File: src/rtl/decode_cycle_pkg.sv
// Shared encodings for the RV32I decode stage: opcodes, control fields and the ID/EX bundle.
`timescale 1ns/1ps
package decode_cycle_pkg;

    localparam logic [6:0] OP_LOAD   = 7'b0000011;
    localparam logic [6:0] OP_STORE  = 7'b0100011;
    localparam logic [6:0] OP_RTYPE  = 7'b0110011;
    localparam logic [6:0] OP_ITYPE  = 7'b0010011;
    localparam logic [6:0] OP_BRANCH = 7'b1100011;
    localparam logic [6:0] OP_JAL    = 7'b1101111;

    localparam logic [2:0] ALU_ADD = 3'b000;
    localparam logic [2:0] ALU_SUB = 3'b001;
    localparam logic [2:0] ALU_AND = 3'b010;
    localparam logic [2:0] ALU_OR  = 3'b011;
    localparam logic [2:0] ALU_SLT = 3'b101;

    localparam logic [1:0] RES_ALU = 2'b00;
    localparam logic [1:0] RES_MEM = 2'b01;
    localparam logic [1:0] RES_PC4 = 2'b10;

    // I is the all-zero encoding so undecoded opcodes fall back to it.
    localparam logic [1:0] IMM_I = 2'b00;
    localparam logic [1:0] IMM_S = 2'b01;
    localparam logic [1:0] IMM_B = 2'b10;
    localparam logic [1:0] IMM_J = 2'b11;

    localparam logic [1:0] ALUOP_ADD  = 2'b00;
    localparam logic [1:0] ALUOP_SUB  = 2'b01;
    localparam logic [1:0] ALUOP_FUNC = 2'b10;

    typedef struct packed {
        logic        regWrite;
        logic        memWrite;
        logic        jump;
        logic        branch;
        logic        aluSrc;
        logic [1:0]  resultSrc;
        logic [2:0]  aluControl;
        logic [31:0] rd1;
        logic [31:0] rd2;
        logic [31:0] immExt;
        logic [31:0] pc;
        logic [31:0] pcPlus4;
        logic [4:0]  rd;
        logic [4:0]  rs1;
        logic [4:0]  rs2;
    } idEx_t;

endpackage

File: src/rtl/decode_cycle_register_file.sv
// Architectural register file: two combinational read ports with WB bypass, one write port, x0 fixed at zero.
`timescale 1ns/1ps
module register_file #(
    parameter int DATA_W   = 32,
    parameter int NUM_REGS = 32
) (
    input  logic                        clk,
    input  logic                        rst,
    input  logic                        we,
    input  logic [$clog2(NUM_REGS)-1:0] wa,
    input  logic [DATA_W-1:0]           wd,
    input  logic [$clog2(NUM_REGS)-1:0] ra1,
    input  logic [$clog2(NUM_REGS)-1:0] ra2,
    output logic [DATA_W-1:0]           rd1,
    output logic [DATA_W-1:0]           rd2
);

    logic [DATA_W-1:0] regs [NUM_REGS];

    always_ff @(posedge clk or negedge rst) begin
        if (!rst) begin
            for (int i = 0; i < NUM_REGS; i++) regs[i] <= '0;
        end else if (we && wa != '0) begin
            regs[wa] <= wd;
        end
    end

    // The WB value is forwarded in the same cycle so ID never sees a stale register.
    always_comb begin
        rd1 = '0;
        rd2 = '0;
        if (ra1 != '0) rd1 = (we && wa == ra1) ? wd : regs[ra1];
        if (ra2 != '0) rd2 = (we && wa == ra2) ? wd : regs[ra2];
    end

endmodule

File: src/rtl/decode_cycle.sv
// ID stage: decodes InstrD, reads the register file, builds the immediate and registers it all into ID/EX.
`timescale 1ns/1ps
module decode_cycle
    import decode_cycle_pkg::*;
#(
    parameter int DATA_W   = 32,
    parameter int NUM_REGS = 32
) (
    input  logic              clk,
    input  logic              rst,
    input  logic [31:0]       InstrD,
    input  logic [DATA_W-1:0] PCD,
    input  logic [DATA_W-1:0] PCPlus4D,
    input  logic              flushE,
    input  logic              RegWriteW,
    input  logic [4:0]        RdW,
    input  logic [DATA_W-1:0] ResultW,
    output logic [4:0]        Rs1D,
    output logic [4:0]        Rs2D,
    output logic              RegWriteE,
    output logic              MemWriteE,
    output logic              JumpE,
    output logic              BranchE,
    output logic              ALUSrcE,
    output logic [1:0]        ResultSrcE,
    output logic [2:0]        ALUControlE,
    output logic [DATA_W-1:0] RD1E,
    output logic [DATA_W-1:0] RD2E,
    output logic [DATA_W-1:0] ImmExtE,
    output logic [DATA_W-1:0] PCE,
    output logic [DATA_W-1:0] PCPlus4E,
    output logic [4:0]        RdE,
    output logic [4:0]        Rs1E,
    output logic [4:0]        Rs2E
);

    logic [6:0] opcode;
    logic [2:0] funct3;
    logic       isRtype;
    logic       regWriteD, memWriteD, jumpD, branchD, aluSrcD;
    logic [1:0] resultSrcD, immSrcD, aluOpD;
    logic [2:0] aluControlD;
    logic [DATA_W-1:0] rd1D, rd2D, immExtD;
    idEx_t idEx;

    assign opcode  = InstrD[6:0];
    assign funct3  = InstrD[14:12];
    assign isRtype = (opcode == OP_RTYPE);
    assign Rs1D    = InstrD[19:15];
    assign Rs2D    = InstrD[24:20];

    register_file #(.DATA_W(DATA_W), .NUM_REGS(NUM_REGS)) u_regFile (
        .clk (clk),
        .rst (rst),
        .we  (RegWriteW),
        .wa  (RdW),
        .wd  (ResultW),
        .ra1 (Rs1D),
        .ra2 (Rs2D),
        .rd1 (rd1D),
        .rd2 (rd2D)
    );

    always_comb begin
        regWriteD  = 1'b0;
        memWriteD  = 1'b0;
        jumpD      = 1'b0;
        branchD    = 1'b0;
        aluSrcD    = 1'b0;
        resultSrcD = RES_ALU;
        immSrcD    = IMM_I;
        aluOpD     = ALUOP_ADD;
        unique case (opcode)
            OP_LOAD:   begin regWriteD = 1'b1; aluSrcD = 1'b1; resultSrcD = RES_MEM; end
            OP_STORE:  begin memWriteD = 1'b1; aluSrcD = 1'b1; immSrcD = IMM_S; end
            OP_RTYPE:  begin regWriteD = 1'b1; aluOpD = ALUOP_FUNC; end
            OP_ITYPE:  begin regWriteD = 1'b1; aluSrcD = 1'b1; aluOpD = ALUOP_FUNC; end
            OP_BRANCH: begin branchD = 1'b1; aluOpD = ALUOP_SUB; immSrcD = IMM_B; end
            OP_JAL:    begin regWriteD = 1'b1; jumpD = 1'b1; resultSrcD = RES_PC4; immSrcD = IMM_J; end
            default:   ;
        endcase
    end

    // InstrD[30] is part of the immediate on I-type, so only R-type may select sub.
    always_comb begin
        aluControlD = ALU_ADD;
        case (aluOpD)
            ALUOP_SUB: aluControlD = ALU_SUB;
            ALUOP_FUNC: begin
                case (funct3)
                    3'b000:  aluControlD = (isRtype && InstrD[30]) ? ALU_SUB : ALU_ADD;
                    3'b010:  aluControlD = ALU_SLT;
                    3'b110:  aluControlD = ALU_OR;
                    3'b111:  aluControlD = ALU_AND;
                    default: aluControlD = ALU_ADD;
                endcase
            end
            default: aluControlD = ALU_ADD;
        endcase
    end

    always_comb begin
        immExtD = '0;
        case (immSrcD)
            IMM_I: immExtD = {{(DATA_W-12){InstrD[31]}}, InstrD[31:20]};
            IMM_S: immExtD = {{(DATA_W-12){InstrD[31]}}, InstrD[31:25], InstrD[11:7]};
            IMM_B: immExtD = {{(DATA_W-12){InstrD[31]}}, InstrD[7], InstrD[30:25], InstrD[11:8], 1'b0};
            IMM_J: immExtD = {{(DATA_W-20){InstrD[31]}}, InstrD[19:12], InstrD[20], InstrD[30:21], 1'b0};
            default: immExtD = '0;
        endcase
    end

    always_ff @(posedge clk or negedge rst) begin
        if (!rst) begin
            idEx <= '0;
        end else if (flushE) begin
            idEx <= '0;
        end else begin
            idEx <= '{regWrite: regWriteD, memWrite: memWriteD, jump: jumpD, branch: branchD,
                      aluSrc: aluSrcD, resultSrc: resultSrcD, aluControl: aluControlD,
                      rd1: rd1D, rd2: rd2D, immExt: immExtD, pc: PCD, pcPlus4: PCPlus4D,
                      rd: InstrD[11:7], rs1: Rs1D, rs2: Rs2D};
        end
    end

    assign RegWriteE   = idEx.regWrite;
    assign MemWriteE   = idEx.memWrite;
    assign JumpE       = idEx.jump;
    assign BranchE     = idEx.branch;
    assign ALUSrcE     = idEx.aluSrc;
    assign ResultSrcE  = idEx.resultSrc;
    assign ALUControlE = idEx.aluControl;
    assign RD1E        = idEx.rd1;
    assign RD2E        = idEx.rd2;
    assign ImmExtE     = idEx.immExt;
    assign PCE         = idEx.pc;
    assign PCPlus4E    = idEx.pcPlus4;
    assign RdE         = idEx.rd;
    assign Rs1E        = idEx.rs1;
    assign Rs2E        = idEx.rs2;

endmodule

File: config.mk
export PLATFORM = sky130hd
export DESIGN_NAME = decode_cycle
export DESIGN_NICKNAME = d
export VERILOG_FILES = /design/src/rtl/decode_cycle_pkg.sv /design/src/rtl/decode_cycle_register_file.sv /design/src/rtl/decode_cycle.sv
export SDC_FILE = /design/constraint.sdc
export NUM_CORES = 2
export LEC_CHECK = 0
export CELL_PAD_IN_SITES_DETAIL_PLACEMENT = 1
export CELL_PAD_IN_SITES_GLOBAL_PLACEMENT = 2
export CORE_ASPECT_RATIO = 0.6
export CORE_MARGIN = 2
export CORE_UTILIZATION = 30
export CTS_BUF_LIST = sky130_fd_sc_hd__clkbuf_8
export DETAILED_ROUTE_END_ITERATION = 10
export PLACE_DENSITY_LB_ADDON = 0.1
export SLEW_MARGIN = 10
export SYNTH_ARGS = -nofsm -noshare
export SYNTH_HDL_FRONTEND = slang
export SYNTH_SLANG_ARGS = --single-unit
File: constraint.sdc
create_clock -name clk -period 2.37 [get_ports clk]
set_clock_uncertainty 0.15 [all_clocks]
set_input_delay 0.3555 -clock clk [delete_from_list [all_inputs] [get_ports clk]]
set_output_delay 0.3555 -clock clk [all_outputs]
set_load 0.01 [all_outputs]
==> Word level (Yosys, flattened, before mapping) <==
Cells that the tools add are included.
{ "word_totals": {"reg_bits": 1209, "latchBits": 0, "ramBits": 0, "romBits": 0, "in_bits": 137, "out_inout_bits": 195, "elab_cells": 109, "memories": 0} }
{ "op_classes": {"add_sub_neg": 0, "mul": 0, "div": 0, "magnitude_cmp": 4, "eq_ne": 16, "shift": 0, "n_mux": 26, "n_bitwise": 3, "n_reduce_logical": 13} }
{ "ops": {"columns": ["cell", "count"], "rows": [
  ["$bwmux 1024", 1],
  ["$bmux 32 s5", 2],
  ["$mux 32", 9],
  ["$mux 185", 1],
  ["$demux 32 s5", 1],
  ["$pmux 32 s4", 1],
  ["$ge 6x6->1 const B", 3],
  ["$not 5->6", 3],
  ["$reduce_bool 5->1", 3],
  ["$eq 7x6->1 const B", 2],
  ["$eq 7x7->1 const B", 2],
  ["$pmux 3 s4", 1],
  ["$eq 5x5->1", 2],
  ["$pmux 2 s2", 2],
  ["$eq 7x2->1 const B", 1],
  ["$eq 7x5->1 const B", 1],
  ["$eq 2x2->1 const B", 3],
  ["$eq 3x3->1 const B", 2],
  ["$lt 6x1->1 const B", 1],
  ["$mux 1", 6],
  ["$pmux 2 s3", 1],
  ["$pmux 3 s2", 1],
  ["$logic_and 1x1->1", 5],
  ["$eq 2x1->1 const B", 2],
  ["other kinds (6)", 6]
]} }

==> Longest topological paths before layout <==
{ "depth": {"word_depth": 7, "depth_mapped": 10, "mapped_depth_nobuf": 7} }

==> Modules after synthesis <==
From an unflattened synthesis, not the netlist that was laid out.
{ "unflattened": {"cells_unflattened": 4188, "hier_area_um2": 60589.4} }
{ "modules_own_cells": {"columns": ["module", "instances", "cells_each", "area_per_inst_um2", "seq_area_each_um2"], "rows": [
  ["register_file", 1, 3759, 54662.4, 25624.6],
  ["decode_cycle", 1, 429, 5926.9, 4329.2]
]} }

==> Worst setup path before layout <==
Ideal clock, no wire load.
{ "synth_timing": {"path_kind": "input-to-reg", "from": "in InstrD[20]", "to": "reg idEx (netlist bit RD2E[14])", "setup_time_ns": 0.127, "arrival_ns": 2.022, "required_ns": 2.093, "path_slack_ns": 0.071, "cell_stages": 7, "n_path_buf": 3, "cell_sequence": "buf_6 buf_8 buf_2 mux4_2 mux4_2 nand2_1 a21oi_1"} }
{ "synth_between": {"elab_chain_len": 7, "elab_cells_between_ends": 10, "classes_between": "eq/ne (1); mux (6); bitwise (1); reduce/logical (2)"} }
{ "synth_rtl": {"columns": ["element", "line", "text"], "rows": [
  ["start, declared", "decode_cycle.sv:11", "input logic [31:0] InstrD,"],
  ["$not 5->6 (implied by the code)", "decode_cycle_register_file.sv:33", "if (ra2 != '0) rd2 = (we && wa == ra2) ? wd : regs[ra2];"],
  ["$bmux 32 s5", "decode_cycle_register_file.sv:33", null],
  ["$mux 32 (implied by the code) (2 in series)", "decode_cycle_register_file.sv:33", null],
  ["$mux 32", "decode_cycle_register_file.sv:33", null],
  ["$mux 32 *", "decode_cycle_register_file.sv:33", null],
  ["$mux 185 *", "decode_cycle.sv:116", "end else if (flushE) begin"],
  ["end signal, assigned", "decode_cycle.sv:119", "idEx <= '{regWrite: regWriteD, memWrite: memWriteD, jump: jumpD, branch: branchD,"],
  ["end, declared", "decode_cycle.sv:44", "idEx_t idEx;"]
]} }
Mark *: on every way between the ends. The rest lies on a longest branch, timed or not. The select of a mux whose other input is x is not followed.
A chain may end at the register's enable or synchronous reset.

==> Worst setup path in the final report <==
{ "layout_timing": {"from": "in InstrD[21]", "to": "reg idEx (netlist bit RD2E[29])"} }
Same word-level chain as after synthesis.

==> results.txt <==
run status: finished with violations
failing checks: negative setup slack
Final #Nets: 4904
Syn Nets: 4131
CP required: 3.05 ns
Gate Count Post-Synth: 3992
Synth Area in XOR/XNOR: 0.146%
CP Max Fanout: 14
number of global-route vias before repair: 43500
Die Y: 350 µm
Mapped Area: 60000 µm²
Max Transition Viols Final: 0
Filler cells: 20200
H-tree depth: 4
Post-Synth Adder-Cell Area: 0.0417%
crit start category: input port
min cycle time layout: 2.38 ns
initial antenna violation count: 17
fin crit share: 100%
commonest non-fill, non-tap cell in the layout: dfrtp_1
total track usage: 26.0%
Die Area: 204000 µm²
post-synth top area cell: dfrtp_1
I/O Pins: 332
leading cell types in the layout, fill and taps excluded: 1188 x dfrtp_1, 1003 x mux2_2, 488 x mux4_2
area share of the largest cell type after synthesis: 50.0%
simple-gate share of the synthesized area: 3.04%
DRT Pass-1 Iters: 5
global placer's final weighted congestion: 0.826
row cnt: 127
Compound-Gate Fraction of Synth Area: 4.19%
crit path kind: in2reg
PwrDens: 767 nW/µm²
Async SR Flop Fraction: 100%
initial core utilization: 30.1%
Clock transition at path regs: 0.07 ns
1st-iter DRT viols: 3294
core area: 199000 µm²
Die X: 581 µm
via count: 41600
#FFs+latches synth: 1197
fmax: 0.420 GHz
Arrival @ worst endpoint: 3.06 ns
Post-synth EDFFs: 0
synth unique cells: 54
Leak Pwr: 33.9 nW
Max-Slew Margin vs Limit: 41.9%
Tightest Hold Check Type: in2async
Least-Margin Pin Slew: 0.868 ns
final count of hold timing violations: 0
multi-input logic area: 28200 µm²
mux share of post-synthesis cell area: 39.1%
Final WS setup: -0.00813 ns
Top FF cell, synth: dfrtp_1
main combinational cell family by area after synthesis: multiplexers
clock sinks: 1197
Power Total: 58.8 mW
max cap viols: 0
share of cells above drive strength 1: 50.0%
Setup Viol. Count Final: 1
DR vias/cell: 5.51
worst vdd ir: 386 µV
setup TNS: -0.00813 ns
synth top area cells: dfrtp_1 50%, mux2_2 19%, mux4_2 18%, mux2i_1 1.9%, clkbuf_1 1.5%
largest net degree at the start of global routing: 84
clk buf depth: 4
number of nets with antenna violations after routing: 0
routed length per instance: 34.9 µm
Synth Area per Inst: 15.0 µm²
sequential area share after synthesis: 50.0%
CTS tree: done
sequential cell area: 30000 µm²
Root Driver: clkbuf_8
number of synthesis warnings: 0
DP HPWL: 183 mm
first-pass GRT wire length: 370 mm
Worst-Skew Late Latency: 0.94 ns
Crit. End Element: flip-flop
Post-Route WL: 264 mm
# DRC: 0
area grow syn2layout: 27.7%
GR Overflow Total: 0
total CTS buffers: 208
PortBufs: 331
-- through the flow --
step	hold slack, ns	std cells	worst slack (ns)	util, %	cell area (µm²)
after floorplan	-0.0901	3992	0.0709	-	60000
after global placement	0.168	7092	-0.868	36.0	71700
after detailed placement	0.166	7092	-0.850	36.0	71700
after CTS	0.00411	7558	-0.167	38.4	76600
after global routing	0.0400	7557	-0.000645	38.4	76600
final	0.0943	7559	-0.00813	38.4	76600
-- final cells by class --
type                    count  area share [%]
repair buffers           1023            14.4
multi-input cells        2330            36.9
clock inverters            97           0.570
well taps                2644            4.32
clock buffers             260            4.67
flip-flops and latches   1197            39.1
diodes                      3         0.00980
inverters                   5          0.0278
-- cells in the mapped netlist (all sizes together), types with 2 or more instances --
| library cell | n |
|---|---|
| inv | 5 |
| mux2 | 1003 |
| a221oi | 9 |
| nand3b | 9 |
| or2 | 5 |
| mux4 | 488 |
| xnor2 | 2 |
| or3 | 2 |
| o21a | 4 |
| clkbuf | 239 |
| buf | 221 |
| o32a | 2 |
| nand2 | 87 |
| o21ai | 35 |
| xor2 | 8 |
| o22ai | 60 |
| a21o | 4 |
| dfrtp | 1197 |
| o221ai | 6 |
| nand3 | 50 |
| ha | 2 |
| or3b | 3 |
| o211ai | 2 |
| o211a | 3 |
| nor4 | 12 |
| nor2 | 51 |
| a211oi | 33 |
| nor2b | 89 |
| and2 | 4 |
| a31o | 3 |
| nand2b | 6 |
| a21oi | 47 |
| nor3 | 23 |
| a31oi | 8 |
| a22oi | 82 |
| and3 | 2 |
| a22o | 53 |
| nand4b | 2 |
| or4 | 3 |
| a221o | 3 |
| mux2i | 115 |
| nor3b | 5 |
-- state kept, by name, summed over array words and instances (netlist names) --
register and cells:
u_regFile.regs 1024, PCE 32, PCPlus4E 32, RD1E 32
RD2E 32, ImmExtE 21, RdE 5, Rs1E 5
Rs2E 5, ALUControlE 3, ALUSrcE 1, BranchE 1
JumpE 1, MemWriteE 1, RegWriteE 1, ResultSrcE 1
-- layer usage --
layer  GRT usage [%]  wire length [µm]
met3            4.60             15500
met5               0                 0
met2            36.8            110000
met1            40.9            133000
met4            5.24              5110
-- path summary, 6_finish.rpt --
check	from	to	slack, ns	depth (start not counted)
worst max-delay path	InstrD[21]	RD2E[29]	-0.008	11
min in group clk	InstrD[23]	Rs2E[3]	0.10	5
worst min-delay path	rst	u_regFile.regs[90]	0.09	3
max in group asynchronous	rst	u_regFile.regs[507]	1.28	4
worst min register to register	u_regFile.regs[1013]	u_regFile.regs[1013]	0.25	0
worst max register to register	u_regFile.regs[663]	RD1E[23]	0.13	5
-- report_power, final --
part | internal, mW | leakage [nW] | total, mW | switching, mW
sequential | 24.0 | 15.4 | 26.9 | 2.92
combinational | 7.33 | 16.2 | 12.5 | 5.21
clock | 9.89 | 2.35 | 19.3 | 9.43
-- critical path, cell delays in order --
cell and delay, ns:
dlygate4sd3_1 0.57, buf_8 0.18, buf_12 0.17, xor2_1 0.14, nor4_1 0.46, buf_4 0.21, and3_2 0.21, buf_12 0.23
buf_12 0.15, nor3_1 0.05, a21oi_1 0.26
-- cells by family (layout without fill, tap and decap cells) --
logic type / after synthesis / count (layout)
simple gates: 354 / 354
buf+inv: 465 / 1385
fa+ha+maj: 2 / 2
other cells: 0 / 3
flops: 1197 / 1197
mux: 1606 / 1606
xor+xnor: 10 / 10
compound gates: 358 / 358
-- timing repair --
| item | in CTS | in global routing |
|---|---|---|
| hold buffers | 107 | 1 |
| gates resized for setup | 218 | 6 |
| endpoints found under the hold margin | 1343 | 1 |
| endpoints found under the setup margin | 182 | 8 |
| buffers inserted | 2 | 0 |
Note: power is estimated with default switching activity, not from simulation.
